## src/rtl/inst_fetch.sv

```systemverilog
// RV32I instruction fetch: owns the PC, issues imem word requests, buffers {pc, inst} in order for decode.
// Latency: one cycle from imem_rvalid to inst_valid; no bypass. Optional IFETCH_PERF_CNT_EN adds fetch_bubble_cnt.
// Backpressure: requests are credit-limited so buffered + in-flight never exceeds DEPTH; inst_ready stalls the head.
module inst_fetch #(
    parameter logic [31:0] RESET_PC = 32'h0000_0000,
    parameter int          DEPTH    = 2
) (
    input  logic        clk,
    input  logic        rst_n,
    input  logic        redirect_valid,
    input  logic [31:0] redirect_pc,
    output logic        imem_req,
    output logic [31:0] imem_addr,
    input  logic        imem_gnt,
    input  logic        imem_rvalid,
    input  logic [31:0] imem_rdata,
    output logic        inst_valid,
    output logic [31:0] inst,
    output logic [31:0] inst_pc,
    input  logic        inst_ready
`ifdef IFETCH_PERF_CNT_EN
    ,
    output logic [31:0] fetch_bubble_cnt
`endif
);

    localparam int CW = $clog2(DEPTH + 1);
    localparam int PW = $clog2(DEPTH);

    logic [31:0]   fetch_pc;
    logic [CW-1:0] inflight;
    logic [CW-1:0] discard;
    logic [CW-1:0] count;
    logic [31:0]   tag_pc [DEPTH];
    logic [PW-1:0] tag_wr;
    logic [PW-1:0] tag_rd;
    logic [31:0]   fifo_pc  [DEPTH];
    logic [31:0]   fifo_dat [DEPTH];
    logic [31:0]   fifo_pc_nxt  [DEPTH];
    logic [31:0]   fifo_dat_nxt [DEPTH];

    logic          grant;
    logic          rsp;
    logic          push;
    logic          pop;
    logic [CW-1:0] inflight_nxt;
    logic [CW-1:0] count_nxt;
    logic [CW-1:0] wr_idx;
    logic [CW:0]   credit_used;

    assign credit_used  = {1'b0, count} + {1'b0, inflight};
    assign imem_req     = rst_n && !redirect_valid && (credit_used < (CW+1)'(DEPTH));
    assign imem_addr    = fetch_pc;
    assign grant        = imem_req && imem_gnt;
    // A response with nothing outstanding is a bus protocol error and is dropped entirely.
    assign rsp          = imem_rvalid && (inflight != '0);
    assign push         = rsp && (discard == '0) && !redirect_valid;
    assign pop          = inst_valid && inst_ready;
    assign inflight_nxt = inflight + CW'(grant) - CW'(rsp);

    assign inst_valid = (count != '0);
    assign inst       = fifo_dat[0];
    assign inst_pc    = fifo_pc[0];

    // Shift-register buffer: entry 0 is always the head, so the outputs come straight from flops.
    always_comb begin
        wr_idx = pop ? (count - CW'(1)) : count;
        for (int i = 0; i < DEPTH; i++) begin
            fifo_pc_nxt[i]  = fifo_pc[i];
            fifo_dat_nxt[i] = fifo_dat[i];
        end
        if (pop) begin
            for (int i = 0; i < DEPTH - 1; i++) begin
                fifo_pc_nxt[i]  = fifo_pc[i+1];
                fifo_dat_nxt[i] = fifo_dat[i+1];
            end
        end
        if (push) begin
            for (int i = 0; i < DEPTH; i++) begin
                if (CW'(i) == wr_idx) begin
                    fifo_pc_nxt[i]  = tag_pc[tag_rd];
                    fifo_dat_nxt[i] = imem_rdata;
                end
            end
        end
        if (redirect_valid) begin
            count_nxt = '0;
        end else begin
            count_nxt = count + CW'(push) - CW'(pop);
        end
    end

    always_ff @(posedge clk) begin
        if (!rst_n) begin
            fetch_pc <= RESET_PC;
            inflight <= '0;
            discard  <= '0;
            count    <= '0;
            tag_wr   <= '0;
            tag_rd   <= '0;
            for (int i = 0; i < DEPTH; i++) begin
                tag_pc[i]   <= '0;
                fifo_pc[i]  <= '0;
                fifo_dat[i] <= '0;
            end
        end else begin
            if (grant) begin
                tag_pc[tag_wr] <= fetch_pc;
                tag_wr         <= tag_wr + PW'(1);
            end
            if (rsp) begin
                tag_rd <= tag_rd + PW'(1);
            end
            inflight <= inflight_nxt;
            count    <= count_nxt;
            for (int i = 0; i < DEPTH; i++) begin
                fifo_pc[i]  <= fifo_pc_nxt[i];
                fifo_dat[i] <= fifo_dat_nxt[i];
            end
            // Everything still outstanding after this cycle belongs to the old path.
            if (redirect_valid) begin
                fetch_pc <= {redirect_pc[31:2], 2'b00};
                discard  <= inflight_nxt;
            end else begin
                if (grant) begin
                    fetch_pc <= fetch_pc + 32'd4;
                end
                if (rsp && (discard != '0)) begin
                    discard <= discard - CW'(1);
                end
            end
        end
    end

`ifdef IFETCH_PERF_CNT_EN
    always_ff @(posedge clk) begin
        if (!rst_n) begin
            fetch_bubble_cnt <= '0;
        end else if (inst_ready && !inst_valid && (fetch_bubble_cnt != 32'hFFFF_FFFF)) begin
            fetch_bubble_cnt <= fetch_bubble_cnt + 32'd1;
        end
    end
`endif

endmodule

```

## config.mk

```make
export PLATFORM = sky130hd
export DESIGN_NAME = inst_fetch
export DESIGN_NICKNAME = d
export VERILOG_FILES = /design/src/rtl/inst_fetch.sv
export SDC_FILE = /design/constraint.sdc
export NUM_CORES = 1
export LEC_CHECK = 0
export CAP_MARGIN = 25
export CELL_PAD_IN_SITES_DETAIL_PLACEMENT = 0
export CELL_PAD_IN_SITES_GLOBAL_PLACEMENT = 2
export CORE_MARGIN = 4
export CORE_UTILIZATION = 33
export CTS_CLUSTER_SIZE = 16
export DETAILED_ROUTE_END_ITERATION = 8
export HOLD_SLACK_MARGIN = 0.03
export PLACE_DENSITY_LB_ADDON = 0.08
export SLEW_MARGIN = 15
export SYNTH_ARGS = -nofsm -noshare
export SYNTH_HDL_FRONTEND = slang
export SYNTH_SLANG_ARGS = --single-unit
```

## constraint.sdc

```tcl
create_clock -name clk -period 3.91 [get_ports clk]
set_input_delay 0.391 -clock clk [delete_from_list [all_inputs] [get_ports clk]]
set_output_delay 0.391 -clock clk [all_outputs]
set_load 0.02 [all_outputs]
```

==> results.md, run 1 <==
* Status: complete, no violations
* Post-synth top cells: dfxtp_1, nand2_1, nor3_1
* Worst min path class: input pin to register
* Diodes inserted at 0
* P per Cell Area at 520.8 nW/um2
* Core area at 30910 um2
* CP required at 4360 ps
* Crit path time final at 3033 ps
* CP max stage cell: or4_1
* GP Congestion at 0.7978
* DIE WIDTH at 186.1 um
* Clock sink total at 225
* Post-DP Area at 12010 um2
* Hold buffer count at cts at 0
* Final instance area at 12880 um2
* CTS root buffer: clkbuf_16
* Mapped Area at 10470 um2
* Vias post-DR at 8632
* Max incr delay on CP at 640 ps
* Htree depth at 1
* Peak VDD IR at 289.9 uV
* Num rows at 64
* Postcts setup bufs at 0
* Post-synth EDFFs at 60
* NumNets Final at 1279
* PortBufs at 163
* Pre-CTS worst setup slack at 826.8 ps
* Largest net degree at the start of global routing at 125
* P_int at 4.712 mW
* PostCTS Resize Cnt at 0
* Max-Cap Viols at 0
* Clock share of power at 37.2%
* Number of synthesized register bits at 225
* FMAX at 0.3297 GHz
* Cells after Synth at 1148
* CTS max path bufs at 3
* Worst EP arrival at 3480 ps
* Die area at 34640 um2
* Final Hold Vio Count at 0
* Layout Skew at 16.05 ps
* Ranking of synthesized cells by area: dfxtp_1, edfxtp_1, nor3_1
* Design Power at 6.709 mW
* Worst-Skew Late Latency at 530 ps
* Final wirelength at 32.02 mm
* Pins Over Slew Limit at 0
* Setup violations, final at 0
* Post-synth ARST share at 0%
* Starting density of the core at 33.87%
* Synth-to-Final Area Change at 23.06%
* Starting DRC count in detailed routing at 448
* Slew @ Worst Pin at 842.6 ps
* Distinct cells, synth at 55
* Register area share after synthesis at 48.76%
* Vias per inst at 5.335
* Seq pwr share at 40.9%
* TritonCTS buffer count at 27
* Fin crit share at 77.58%
* Initial antenna violation count at 1
* 1st-pass router iterations at 5
* Top cell type's share of synthesized area at 31.55%
* Count leader, synth: dfxtp_1
* Sw power at 1.997 mW
* Switching Fraction at 29.77%
* Worst setup margin at 876.6 ps
* Crit path kind: register to register
* Syn avg cell area at 9.119 um2
* Num ports at 168
* Worst-path clk slew at 60 ps
* CTS tree: done
* Synth warn at 0
* GRT Overall Usage at 18.39%
* Die Span Y at 186.1 um
* Comb power frac at 21.9%
* Hpwl dp at 19.57 mm
* Grt total ovfl at 0
* Drt wl/cell at 19.79 um
* Synth area leader: dfxtp_1
* Share of cells above drive strength 1 at 9.165%
* DR DRC count at 0
* LEAKAGE at 4.188 nW
* Relative slew slack at 43.83%
* Crit-path cells: and2_1, fa_1, nor3b_4, nand4_1, or4_1, a31oi_1
* Routed Antenna Nets at 0
* Endpoint type of the worst setup path: register
* CP startpoint kind: register
* Fillers at 3065
* First-pass GRT wire length at 50.74 mm
* CP max FO at 13
* Vias in the first global route at 8558
* Main synth FF type: dfxtp_1
* RSZ-0062 raised after global routing: no
* Final setup TNS at 0 ps
[metal layers]
metal / share of wire, % / global-route usage (%) / up-vias / wire (um)
met2: 46 / 28.74 / 198 / 14670
met5: 0 / 0 / - / 0
met4: 1.4 / 3.643 / 0 / 463
met3: 4.4 / 2.736 / 30 / 1424
met1: 48 / 27.24 / 4186 / 15470
li1: - / - / 4218 / -
[final timing paths]
check | from | endpoint | slack [ps] | cells past startpoint
worst max-delay path | count[0] | imem_addr[14] | 880 | 6
worst min-delay path | imem_rdata[25] | fifo_dat[0][57] | 450 | 3
worst max register to register | count[0] | imem_addr[14] | 880 | 6
worst min register to register | fifo_dat[0][61] | fifo_dat[0][61] | 470 | 2
[sequential cells by signal (all words and copies together), names as in the netlist, 2 cells and up, named ones only]
register / flops
count: 2
imem_addr: 30
discard: 2
tag_pc: 60
fifo_pc: 62
fifo_dat: 64
inflight: 2
[layout by cell type (no fill, tap or decap), types with 8 or more instances in the layout]
cell type        count
a31oi_1             16
o21ai_0             50
a311oi_1            64
buf_4               20
nor3_1             124
nand3_1             48
mux2_2              30
a21oi_1             68
and2_1              59
xnor2_1              8
clkdlybuf4s50_1    163
dfxtp_1            165
edfxtp_1            60
nand4_1              8
nor2_1              21
o31ai_1             12
inv_1               10
clkbuf_16           27
clkinv_2             8
nand2_1            139
or4_1               15
[through the flow]
stage	cells	util [%]	hold slack, ps
finish	1618	41.68	451.0
global route	1618	41.68	456.7
CTS	1618	41.68	432.0
detailed placement	1568	38.84	467.6
global placement	1568	38.84	460.7
floorplan	1149	-	453.9
[cells by family after synthesis]
family | after synthesis | synth area share (%)
AOI/OAI and AO/OA | 234 | 14.51
other | 1 | 0.03582
buffers and inverters | 180 | 8.964
xor gates and xnor gates | 14 | 1.171
adders and majority gates | 8 | 1.028
and+or+nand+nor | 454 | 22.11
muxes | 32 | 3.418
DFF | 225 | 48.76
[layout make-up]
class | count | area (um2) | share of cell area, %
timing repair buffer | 188 | 1882 | 14.61
multi-input combinational | 744 | 4463 | 34.64
inverter | 15 | 61.31 | 0.4759
sequential | 225 | 5105 | 39.63
clock inverter | 14 | 146.4 | 1.136
tap | 396 | 495.5 | 3.846
clock buffer | 36 | 729.5 | 5.662
[critical path, delay by kind of cell (launching register included)]
kind / cells / cell delay, ps
flip-flops: 1 / 480
AO/OA/AOI/OAI: 1 / 180
adder cells (fa/ha/maj): 1 / 490
AND/OR/NAND/NOR: 4 / 1790
[power by group through the flow]
| stage | clock (mW) | combinational [mW] | sequential [mW] |
|---|---|---|---|
| final | 2.49 | 1.47 | 2.74 |
| after global routing | 2.66 | 1.61 | 2.77 |
| after CTS | 2.57 | 1.50 | 2.75 |
| after global placement | 0 | 1.50 | 2.79 |
| after detailed placement | 0 | 1.49 | 2.80 |
| after floorplan | 0 | 1.01 | 2.76 |
Note: power is estimated with default switching activity, not from simulation.
==> run 2: changes to the inputs <==
--- a/config.mk
+++ b/config.mk
@@ -9,7 +9,7 @@
 export CELL_PAD_IN_SITES_DETAIL_PLACEMENT = 0
 export CELL_PAD_IN_SITES_GLOBAL_PLACEMENT = 2
 export CORE_MARGIN = 4
-export CORE_UTILIZATION = 33
+export CORE_UTILIZATION = 30
 export CTS_CLUSTER_SIZE = 16
 export DETAILED_ROUTE_END_ITERATION = 8
 export HOLD_SLACK_MARGIN = 0.03
==> constraint.sdc (replaced) <==
create_clock -name clk -period 2.7 [get_ports clk]
set_input_delay 0.27 -clock clk [delete_from_list [all_inputs] [get_ports clk]]
set_output_delay 0.27 -clock clk [all_outputs]
set_load 0.02 [all_outputs]
==> run 2 against run 1 <==
  * First-iteration DRC count grew 4.9%
  * Cell count grew 5.4%
  * Critical path type unchanged
  * Largest power group unchanged
  * Wire length grew 3.8%
  * Sequential power grew 44%
  * Total power grew 49%
  * Via count grew 0.23%
  * Worst setup slack lost 700 ps
  * Global-route usage shrank 1.5 points
  * Critical path depth grew 2
  * Combinational power grew 54%
  * Critical endpoint is now imem_addr[21]
==> results.md, run 2 (synthesis gave the netlist of run 1 again) <==
* Die area at 37950 um2
* Htree depth at 1
* Area of the multi-input gates at 4473 um2
* Final wirelength at 33.24 mm
* Fillers at 3458
* Pre-CTS worst setup slack at 175.2 ps
* First-pass GRT wire length at 52.34 mm
* Synth-to-Final Area Change at 27.23%
* Biggest regs: fifo_dat x64, fifo_pc x62, tag_pc x60
* Worst EP arrival at 2950 ps
* 1st-pass router iterations at 5
* Final setup TNS at 0 ps
* Worst setup margin at 173.6 ps
* Crit path time final at 2526 ps
* Hpwl dp at 20.68 mm
* Starting density of the core at 30.38%
* Endpoint type of the worst setup path: register
* Largest net degree at the start of global routing at 125
* Grt total ovfl at 0
* CTS max path bufs at 3
* Routed Antenna Nets at 0
* Commonest non-fill, non-tap cells in the layout: dfxtp_1, clkdlybuf4s50_1, nand2_1, nor3_1, a21oi_1
* CP required at 3130 ps
* Share of cells above drive strength 1 at 11.13%
* Fin crit share at 93.57%
* CTS tree: done
* PortBufs at 163
* Die Span Y at 194.8 um
* Peak VDD IR at 465.5 uV
* P_int at 7.000 mW
* Clock share of power at 37.7%
* Hold_sp: redirect_pc[5]
* FF-to-FF Start: inflight[0]
* Worst Hold Endpoint: imem_addr[5]
* R2R cell count at 8
* Slew @ Worst Pin at 840.5 ps
* Layout Utilization at 38.65%
* Reg with most FFs: fifo_dat
* NumNets Final at 1305
* Switching Fraction at 29.77%
* Crit path kind: register to register
* Worst-Skew Late Latency at 540 ps
* GRT Overall Usage at 16.87%
* Reg2reg end: imem_addr[21]
* Vias in the first global route at 8717
* Clock sink total at 225
* Max-Cap Viols at 0
* Status: complete, no violations
* Layout Skew at 11.14 ps
* DIE WIDTH at 194.8 um
* Hold path depth at 3
* Sw power at 2.967 mW
* Seq pwr share at 39.6%
* GP Congestion at 0.7630
* P per Cell Area at 748.4 nW/um2
* Setup violations, final at 0
* CTS root buffer: clkbuf_16
* LEAKAGE at 4.369 nW
* R2R Setup Slk at 170 ps
* Core area at 34460 um2
* Comb power frac at 22.7%
* Reg area at 5105 um2
* FMAX at 0.3958 GHz
* Relative slew slack at 43.97%
* Placed Cells at 1652
* CP max FO at 23
* Num rows at 68
* RSZ-0062 raised after global routing: no
* Worst-path clk slew at 60 ps
* Starting DRC count in detailed routing at 470
* Vias post-DR at 8652
* Num ports at 168
* CP startpoint kind: register
* Most common cell after layout, fill and taps aside: dfxtp_1
* Worst min path class: input pin to register
* DR DRC count at 0
* Initial antenna violation count at 0
* Vias per inst at 5.074
* Final Hold Vio Count at 0
* Pins Over Slew Limit at 0
* Finished Layout Cells at 1705
* Max reg flops at 64
* Drt wl/cell at 19.50 um
* TritonCTS buffer count at 28
[run 2: changes by cell type in the layout (fill, tap and decap cells not counted), sizes merged]
cell | previous run | this run
clkdlybuf4s50 | 163 | 162
clkinv | 12 | 8
bufinv | 3 | 2
diode | 0 | 1
buf | 25 | 50
dlygate4sd2 | 0 | 1
clkinvlp | 0 | 1
clkbuf | 36 | 42
[run 2: cell type report]
cell class                      count  area share (%)
Antenna cell                        1         0.01879
Inverter                           15          0.4603
Sequential cell                   225           38.33
Multi-Input combinational cell    744           33.58
Clock inverter                     10          0.7703
Timing Repair Buffer              213           16.37
Clock buffer                       42           6.191
Tap cell                          455           4.274
[run 2: worst max-delay path by stage]
| stage | startpoint | endpoint | slack (ps) | depth (start not counted) |
|---|---|---|---|---|
| after floorplan | count[0] | discard[1] | 90 | 11 |
| after global placement | inflight[0] | discard[1] | 190 | 11 |
| after detailed placement | inflight[0] | discard[1] | 180 | 11 |
| after CTS | inflight[0] | imem_addr[21] | 160 | 8 |
| after global routing | inflight[0] | discard[1] | 20 | 11 |
| final | inflight[0] | imem_addr[21] | 170 | 8 |
[run 2: worst max-delay path: stages, from the launching register on]
cell and delay (ps):
dfxtp_1 320, and2_1 150, fa_1 530, nor3b_4 230
buf_4 180, nand4_1 90, buf_4 240, or4b_1 520
o2111a_1 140
[run 2: through the flow]
step	total power, mW	area, um2	hold WS, ps
floorplan	5.459	10480	402.8
global placement	6.323	12390	460.0
detailed placement	6.319	12390	467.8
CTS	10.15	13320	298.1
global route	10.45	13320	331.6
finish	9.968	13320	329.4
[run 2: routing by layer]
layer  part of all wire [%]  global-route usage (%)
met2                     44                   25.91
met3                    4.7                   2.981
met1                     50                   25.26
met5                      0                       0
met4                    1.3                   2.767
[run 2: timing repair]
action / in CTS / in global routing
setup endpoints to repair: 1 / 0
resized for setup: 1 / 0
hold buffers: 0 / 0
endpoints found under the hold margin: 0 / 0
buffers inserted: 0 / 0
[run 2: power by group through the flow]
| stage | logic (mW) | clock network [mW] | registers, mW |
|---|---|---|---|
| 2_1_floorplan | 1.46 | 0 | 4.00 |
| 3_3_place_gp | 2.30 | 0 | 4.02 |
| 3_5_place_dp | 2.29 | 0 | 4.02 |
| 4_1_cts | 2.30 | 3.90 | 3.95 |
| 5_1_grt | 2.45 | 4.01 | 3.99 |
| 6_report | 2.26 | 3.76 | 3.95 |
